[src/rtl/mips_pkg.sv]
// Shared definitions for the MIPS pipeline control blocks.
//   REG_ADDR_W  : register-file index width
//   sb_entry_t  : one in-flight destination record {valid, dest}
package mips_pkg;

    localparam int REG_ADDR_W = 5;

    typedef struct packed {
        logic                  valid;
        logic [REG_ADDR_W-1:0] dest;
    } sb_entry_t;

endpackage

[src/rtl/mips_scoreboard_shift.sv]
// Shift-register scoreboard of in-flight destination registers.
// Slot 0 corresponds to EX, slot PIPE_DEPTH-1 to WB; the oldest entry falls off.
//   clk      : pipeline clock
//   reset    : synchronous, active-high; clears every slot
//   shift_en : advance all slots by one and load push into slot 0
//   push     : entry entering EX this cycle
//   entries  : parallel read-out of all slots
import mips_pkg::*;

module mips_scoreboard_shift #(
    parameter int PIPE_DEPTH = 3
) (
    input  logic                        clk,
    input  logic                        reset,
    input  logic                        shift_en,
    input  sb_entry_t                   push,
    output sb_entry_t [PIPE_DEPTH-1:0]  entries
);

    sb_entry_t [PIPE_DEPTH-1:0] slots;

    always_ff @(posedge clk) begin
        if (reset) begin
            slots <= '0;
        end else if (shift_en) begin
            slots[0] <= push;
            for (int i = 1; i < PIPE_DEPTH; i++) begin
                slots[i] <= slots[i-1];
            end
        end
    end

    assign entries = slots;

endmodule

[src/rtl/mips_hazard_scheduler.sv]
// Interlock controller for a 5-stage MIPS pipeline without forwarding.
// Compares the ID-stage sources against the in-flight destinations and
// stalls PC/IF-ID while injecting EX bubbles until the producer commits.
// Also handles branch flush and a global memory freeze.
//   clk, reset                 : clock, synchronous active-high reset
//   id_valid/rs/rt/uses_rs/rt  : ID-stage instruction sources
//   id_writes, id_dest         : ID-stage destination (already muxed)
//   flush                      : kill the instruction in ID
//   freeze                     : whole pipeline holds
//   pc_hold, ifid_hold         : front-end hold controls
//   idex_bubble                : ID/EX loads a NOP
//   issue                      : ID instruction moves to EX this cycle
//   stall_count                : saturating count of hazard-stall cycles
import mips_pkg::*;

module mips_hazard_scheduler #(
    parameter int REG_ADDR_W     = mips_pkg::REG_ADDR_W,
    parameter int PIPE_DEPTH     = 3,
    parameter int WB_WRITE_FIRST = 0,
    parameter int STALL_CNT_W    = 16
) (
    input  logic                   clk,
    input  logic                   reset,
    input  logic                   id_valid,
    input  logic [REG_ADDR_W-1:0]  id_rs,
    input  logic [REG_ADDR_W-1:0]  id_rt,
    input  logic                   id_uses_rs,
    input  logic                   id_uses_rt,
    input  logic                   id_writes,
    input  logic [REG_ADDR_W-1:0]  id_dest,
    input  logic                   flush,
    input  logic                   freeze,
    output logic                   pc_hold,
    output logic                   ifid_hold,
    output logic                   idex_bubble,
    output logic                   issue,
    output logic [STALL_CNT_W-1:0] stall_count
);

    // With write-first regfile the WB slot is already readable in ID.
    localparam int CHECK = PIPE_DEPTH - WB_WRITE_FIRST;

    sb_entry_t [PIPE_DEPTH-1:0] sb;
    sb_entry_t                  push;
    logic                       shift_en;
    logic                       hazard;
    logic                       count_inc;
    logic [STALL_CNT_W-1:0]     count_q;

    mips_scoreboard_shift #(
        .PIPE_DEPTH (PIPE_DEPTH)
    ) u_sb (
        .clk      (clk),
        .reset    (reset),
        .shift_en (shift_en),
        .push     (push),
        .entries  (sb)
    );

    always_comb begin
        hazard = 1'b0;
        for (int i = 0; i < CHECK; i++) begin
            if (sb[i].valid && (sb[i].dest != '0) &&
                ((id_uses_rs && (sb[i].dest == id_rs)) ||
                 (id_uses_rt && (sb[i].dest == id_rt)))) begin
                hazard = 1'b1;
            end
        end
        hazard = hazard & id_valid;
    end

    always_comb begin
        pc_hold     = 1'b0;
        ifid_hold   = 1'b0;
        idex_bubble = 1'b1;
        issue       = 1'b0;
        shift_en    = 1'b0;
        count_inc   = 1'b0;
        push        = '0;
        if (reset) begin
            // defaults already describe the reset outputs
        end else if (freeze) begin
            pc_hold     = 1'b1;
            ifid_hold   = 1'b1;
            idex_bubble = 1'b0;
        end else if (flush) begin
            shift_en = 1'b1;
        end else if (hazard) begin
            pc_hold   = 1'b1;
            ifid_hold = 1'b1;
            shift_en  = 1'b1;
            count_inc = 1'b1;
        end else begin
            issue       = id_valid;
            idex_bubble = ~id_valid;
            shift_en    = 1'b1;
            // $0 writes are pushed invalid so they can never match
            push.valid  = id_valid & id_writes & (id_dest != '0);
            push.dest   = id_dest;
        end
    end

    always_ff @(posedge clk) begin
        if (reset) begin
            count_q <= '0;
        end else if (count_inc && (count_q != '1)) begin
            count_q <= count_q + 1'b1;
        end
    end

    assign stall_count = count_q;

endmodule

[config.mk]
export PLATFORM = sky130hd
export DESIGN_NAME = mips_hazard_scheduler
export DESIGN_NICKNAME = d
export VERILOG_FILES = /design/src/rtl/mips_pkg.sv /design/src/rtl/mips_scoreboard_shift.sv /design/src/rtl/mips_hazard_scheduler.sv
export SDC_FILE = /design/constraint.sdc
export NUM_CORES = 1
export LEC_CHECK = 0
export ABC_AREA = 1
export CAP_MARGIN = 20
export CORE_ASPECT_RATIO = 0.5
export CORE_MARGIN = 4
export CORE_UTILIZATION = 36
export DETAILED_ROUTE_END_ITERATION = 8
export PLACE_DENSITY_LB_ADDON = 0.25
export SYNTH_ARGS = -nofsm -noshare
export SYNTH_HDL_FRONTEND = slang
export SYNTH_SLANG_ARGS = --single-unit
[constraint.sdc]
create_clock -name clk -period 5.5 [get_ports clk]
set_input_delay 1.1 -clock clk [delete_from_list [all_inputs] [get_ports clk]]
set_output_delay 1.1 -clock clk [all_outputs]
set_load 0.02 [all_outputs]
==> results by group, run 1 <==
Outcome
  • Status: completed

STA
  • Setup TNS: 0 ns
  • Fmax: 218 MHz
  • RSZ-0062 raised after global routing: false
  • Relative slew slack: 73.3%
  • Worst Tran Pin Value: 0.400 ns
  • Final Hold Slack: 0.493 ns
  • Final setup vio count: 0
  • Final worst slack: 0.915 ns
  • Final hold viol count: 0
  • Fin Clk Skew: 0.00461 ns
  • Final period utilization: 83.4%
  • Period minus WS final: 4.59 ns
  • Slew Limit Fails: 0

Power
  • Psw: 159 µW
  • Worst VDD drop: 0.123 mV
  • Seq pwr share: 39.8%
  • Power Internal: 492 µW
  • Pwr Total: 652 µW
  • Switching share of total power: 24.5%
  • Logic pwr share: 12.8%
  • Clock share of power: 47.4%
  • Leakage: 1.20 nW
  • Pwr/cell area: 227 nW/µm²

Floorplanning
  • Die W: 119 µm
  • Die height: 63.5 µm
  • Top Ports: 43
  • Core Region: 5730 µm²
  • # rows: 19
  • Die area: 7570 µm²
  • Initial Util: 38.8%

Worst setup path
  • CP max-delay cell: clkdlybuf4s50_1
  • Worst Path Required: 4.40 ns
  • Most frequent CP cell: nand2_1
  • Worst-path fanout max: 19
  • R2R cell count: 9
  • WS Path Type: input pin to output port
  • Crit path cell chain: clkdlybuf4s50_1, inv_1, nand2_1, nand2_1, nor2_1, nand3_1, nand2_1, nand2_1, nand3_2, nand3_1, a21oi_1, clkdlybuf4s50_1
  • Reg-to-Reg Start: stall_count[0]
  • Critical Path AT: 3.49 ns
  • Setup crit end kind: output port
  • Worst path bufs/invs: 3
  • Biggest cell delay along the critical path: 0.64 ns
  • CP top delay family: buffers and inverters
  • Startpoint types: input pin
  • R2R Setup Slk: 3.47 ns
  • R2R Path End: stall_count[11]

Layout
  • Layout Nets: 429
  • Share of layout cells above drive strength 1: 6.65%
  • Final instance area: 2870 µm²
  • Final Non-Filler Cells: 490
  • Layout Area Growth over Synthesis: 29.4%
  • Area of the multi-input gates: 1320 µm²
  • Fillers: 597
  • Finished Core Util: 50.1%
  • Sequential cell area: 681 µm²
  • Ant diodes: 0

Logic synthesis
  • Mapped Cells: 365
  • Yosys cell types: 28
  • Post-Syn Area: 2220 µm²
  • EDFF count, synth: 0
  • Syn avg cell area: 6.08 µm²
  • Post-Syn Nets: 389
  • Post-synthesis async set-or-reset flop share: 0%
  • Primary FF master, synth: dfxtp_1
  • Area share of the largest cell type after synthesis: 30.6%
  • Synthesis Warnings: 0
  • Synthesis-stage register bit count: 34
  • Synth top cells by count: 120 x nand2_1, 37 x nor2_1, 34 x dfxtp_1
  • Yosys top cell by area: dfxtp_1
  • Top-count cell post-synth: nand2_1
  • Synth top area cells: dfxtp_1 31%, nand2_1 20%, a21oi_1 7.4%
  • Sequential fraction of the synthesis area: 30.6%

Clock network
  • H-tree depth: 2
  • Post-cts sizing count: 0
  • Setup Buffers After CTS: 0
  • Skew-Pair Late Insertion Delay: 0.28 ns
  • Root Buffer: clkbuf_16
  • Clk slew on worst S/H paths: 0.06 ns
  • Hold-fix buffers at CTS: 0
  • TritonCTS clock tree: done
  • Max clock buf depth: 2
  • Clock Sinks: 34
  • Cts bufs inserted: 5

Job
  • MaxCap Viol Count: 0

Drt
  • Antenna-violating nets left: 0
  • Drt first-iter violations: 167
  • Drt total wl: 6280 µm
  • Vias: 2419
  • Vias per inst: 4.94
  • Wire per inst: 12.8 µm
  • First-pass iteration count of the detailed router: 5
  • DRC errors left: 0

Worst hold path
  • Hold endpoint: u_sb.entries[5]
  • Hold path cells: 2
  • Hold_sp: u_sb.entries[5]
  • HP Class: flip-flop to flip-flop

Global route
  • GRT met3 Usage: 3.66%
  • Largest net degree at the start of global routing: 30
  • Met2 Use GR: 28.0%
  • Initial antenna violation count: 0
  • Met1 usage: 22.2%
  • Global-route wire length before repair: 10600 µm
  • GRT Residual Overflow: 0
  • Gr busiest metal: met2
  • GRT Total Usage: 17.1%
  • Number of global-route vias before repair: 2233

Place
  • Hpwl dp: 4700 µm
  • Setup slack at placement: 0.894 ns
  • Gpl congestion: 0.905
  • Placed instance count: 482
  • Post-DP Area: 2710 µm²
  • PortBufs: 42
-- placed cells by master, fill, tap and decap left out, drive strengths merged, types with 3 or more instances in the layout --
master / Yosys / routed
a21oi: 34 / 34
nand4: 20 / 20
dfxtp: 34 / 34
nor2: 38 / 38
clkdlybuf4s50: 0 / 42
nand2: 120 / 120
xnor2: 4 / 4
xor2: 11 / 11
buf: 6 / 3
inv: 42 / 42
nand3: 22 / 22
clkbuf: 6 / 8
o21ai: 19 / 19
nor3: 4 / 4
-- tightest hold or removal path, delay by kind of cell, from the launching register on --
family / cells / cell delay [ns]
AO/OA/AOI/OAI: 1 / 0.06
flip-flops: 1 / 0.32
AND/OR/NAND/NOR: 1 / 0.06
-- how the worst max path moves through the flow --
stage	to	slack, ns	start	cells after the start
floorplan	pc_hold	1.80	id_rt[0]	11
global placement	ifid_hold	0.91	id_rs[2]	12
detailed placement	pc_hold	0.89	id_rs[2]	12
CTS	pc_hold	0.89	id_rs[2]	12
global route	pc_hold	0.71	id_rs[2]	12
finish	pc_hold	0.91	id_rs[2]	12
-- cell type report --
class,instances,area share [%]
sequential,34,23.7
multi-input combinational,277,45.9
tap,84,3.66
inverter,42,5.49
timing repair buffer,45,15.4
clock buffer,8,5.79
-- routing by layer --
| metal | wire (µm) | part of all wire [%] |
|---|---|---|
| met1 | 2890 | 46 |
| met2 | 2950 | 47 |
| met3 | 344 | 5.5 |
| met4 | 89 | 1.4 |
| met5 | 0 | 0 |
-- registers in the layout, indices dropped and copies added (netlist names) --
signal        count
u_sb.entries     18
stall_count      16
-- kinds of logic after synthesis --
group | Yosys count | share of synthesized area [%]
flops | 34 | 30.6
simple gates | 207 | 40.3
compound gates | 54 | 12.7
buf+inv | 54 | 9.92
xor+xnor | 15 | 5.92
fa+ha+maj | 1 | 0.563
-- power groups by stage --
| stage | sequential (mW) | clock [mW] | combinational (mW) |
|---|---|---|---|
| finish | 0.259 | 0.309 | 0.0834 |
| global route | 0.260 | 0.327 | 0.0944 |
| CTS | 0.259 | 0.315 | 0.0836 |
| detailed placement | 0.264 | 0 | 0.0831 |
| global placement | 0.264 | 0 | 0.0825 |
| floorplan | 0.262 | 0 | 0.0485 |
(Power assumes the default switching activity.)
==> inputs of run 2 (changes only) <==
- clock period: 5.5 -> 4.2 ns (I/O delays scaled with it)
==> run 2 against run 1 <==
Non-clock buffer count is 1 higher. Cell count did not move. Clock-buffer cell count decreased by 1. Largest cell class unchanged. Largest power group unchanged. Highest routed layer unchanged.
==> results by group, run 2 (synthesized netlist as in run 1, its figures left out) <==
Worst setup path
  • R2R cell count: 9 (unchanged)
  • Setup crit end kind: output port
  • Worst Path Required: 3.36 ns (-1.04 ns)
  • Startpoint types: input pin
  • Reg-to-Reg Start: stall_count[0]
  • Critical Path AT: 2.93 ns (-0.56 ns)
  • Worst-path fanout max: 4 (-15)
  • R2R Path End: stall_count[13]
  • WS Path Type: input pin to output port
  • R2R Setup Slk: 2.16 ns (-1.31 ns)

Drt
  • First-pass iteration count of the detailed router: 5 (unchanged)
  • Antenna-violating nets left: 0 (unchanged)
  • Drt first-iter violations: 163 (-2.4%)
  • Wire per inst: 13.0 µm (+1.3%)
  • Vias per inst: 4.91 (-0.45%)
  • Drt total wl: 6360 µm (+1.3%)
  • DRC errors left: 0 (unchanged)
  • Vias: 2408 (-0.45%)

STA
  • Setup TNS: 0 ns (unchanged)
  • Relative slew slack: 77.0% (+3.7 points)
  • Final worst slack: 0.430 ns (-0.485 ns)
  • Fin Clk Skew: 0.00562 ns (+0.00100 ns)
  • Slew Limit Fails: 0 (unchanged)
  • Period minus WS final: 3.77 ns
  • RSZ-0062 raised after global routing: false
  • Final Hold Slack: 0.477 ns (-0.0167 ns)
  • Final setup vio count: 0 (unchanged)
  • Worst Tran Pin Value: 0.342 ns (-0.0579 ns)
  • Fmax: 265 MHz
  • Final hold viol count: 0 (unchanged)
  • Final period utilization: 89.8%

Power
  • Logic pwr share: 14.0% (+1.2 points)
  • Leakage: 1.18 nW (-1.1%)
  • Seq pwr share: 42.8% (+3.0 points)
  • Psw: 200 µW (+26%)
  • Clock share of power: 43.2% (-4.2 points)
  • Pwr/cell area: 279 nW/µm² (+23%)
  • Power Internal: 593 µW (+21%)
  • Switching share of total power: 25.2% (+0.76 points)
  • Pwr Total: 794 µW (+22%)
  • Worst VDD drop: 0.123 mV (+0.45%)

Floorplanning
  • Core Region: 5730 µm² (unchanged)
  • Die height: 63.5 µm (unchanged)
  • Top Ports: 43 (unchanged)
  • # rows: 19 (unchanged)
  • Die W: 119 µm (unchanged)
  • Die area: 7570 µm² (unchanged)
  • Initial Util: 38.8% (unchanged)

Clock network
  • Post-cts sizing count: 0 (unchanged)
  • Clock Sinks: 34 (unchanged)
  • Skew-Pair Late Insertion Delay: 0.28 ns (about the same)
  • TritonCTS clock tree: done
  • H-tree depth: 2 (unchanged)
  • Root Buffer: clkbuf_16
  • Setup Buffers After CTS: 0 (unchanged)
  • Hold-fix buffers at CTS: 0 (unchanged)
  • Max clock buf depth: 2 (unchanged)
  • Clk slew on worst S/H paths: 0.05 ns (about the same)
  • Cts bufs inserted: 5 (unchanged)

Place
  • Placed instance count: 483 (+0.21%)
  • PortBufs: 42 (unchanged)
  • Hpwl dp: 4790 µm (+2.0%)
  • Gpl congestion: 0.923 (+2.0%)
  • Setup slack at placement: 0.433 ns (-0.461 ns)
  • Post-DP Area: 2710 µm² (+0.28%)

Global route
  • Number of global-route vias before repair: 2276 (+1.9%)
  • Initial antenna violation count: 0 (unchanged)
  • Largest net degree at the start of global routing: 29 (-3.3%)
  • GRT Total Usage: 17.3% (+0.17 points)
  • GRT Residual Overflow: 0 (unchanged)
  • Global-route wire length before repair: 10700 µm (+0.92%)

Layout
  • Final instance area: 2850 µm² (-0.91%)
  • Layout Nets: 430 (+0.23%)
  • Layout Area Growth over Synthesis: 28.2%
  • Commonest non-fill, non-tap cell in the layout: nand2_1
  • Finished Core Util: 49.7% (-0.46 points)
  • Share of layout cells above drive strength 1: 6.16% (-0.49 points)
  • Final Non-Filler Cells: 490 (unchanged)
  • Ant diodes: 0 (unchanged)
  • Most frequent cells in the layout: 120 x nand2_1, 42 x clkdlybuf4s50_1, 37 x nor2_1, 34 x dfxtp_1
  • Max reg flops: 18 (unchanged)

Worst hold path
  • HP Class: flip-flop to flip-flop
  • Hold endpoint: u_sb.entries[5]
  • Hold path cells: 2 (unchanged)
  • Hold_sp: u_sb.entries[5]

Job
  • MaxCap Viol Count: 0 (unchanged)

Outcome
  • Status: completed
-- run 2: worst max-delay path by stage --
| stage | startpoint | to | depth (start not counted) |
|---|---|---|---|
| 6_report | id_rs[4] | pc_hold | 12 |
| 5_1_grt | id_rs[0] | ifid_hold | 12 |
| 3_3_place_gp | id_rt[1] | issue | 12 |
| 4_1_cts | id_rs[0] | pc_hold | 12 |
| 3_5_place_dp | id_rs[4] | pc_hold | 12 |
| 2_1_floorplan | id_rt[0] | pc_hold | 11 |
-- run 2: layout make-up --
class	instances	area [µm²]
multi-input combinational	277	1320
timing repair buffer	46	450
clock buffer	7	133
inverter	42	158
tap	84	105
sequential	34	681
fill	605	2880
-- run 2: power groups by stage --
stage	Combinational [mW]	Clock, mW	Sequential [mW]
after floorplan	0.0635	0	0.343
after global placement	0.109	0	0.346
after detailed placement	0.110	0	0.346
after CTS	0.111	0.351	0.339
after global routing	0.124	0.365	0.341
final	0.111	0.343	0.339
-- run 2: per-layer routing --
metal	up-vias	GRT usage (%)	share of wire, %
li1	1259	-	-
met4	0	5.19	1.4
met3	10	3.49	4.3
met5	-	0	0
met2	53	29.2	47
met1	1086	22.3	47
-- run 2: worst max-delay path: stages --
cell	delay [ns]
clkdlybuf4s50_1	0.53
inv_1	0.09
nand2_1	0.09
nand2_1	0.05
nor2_1	0.10
nand3_1	0.12
nand2_1	0.08
nand2_1	0.07
nand3_2	0.09
nand3_1	0.07
a21oi_1	0.17
clkdlybuf4s50_1	0.63
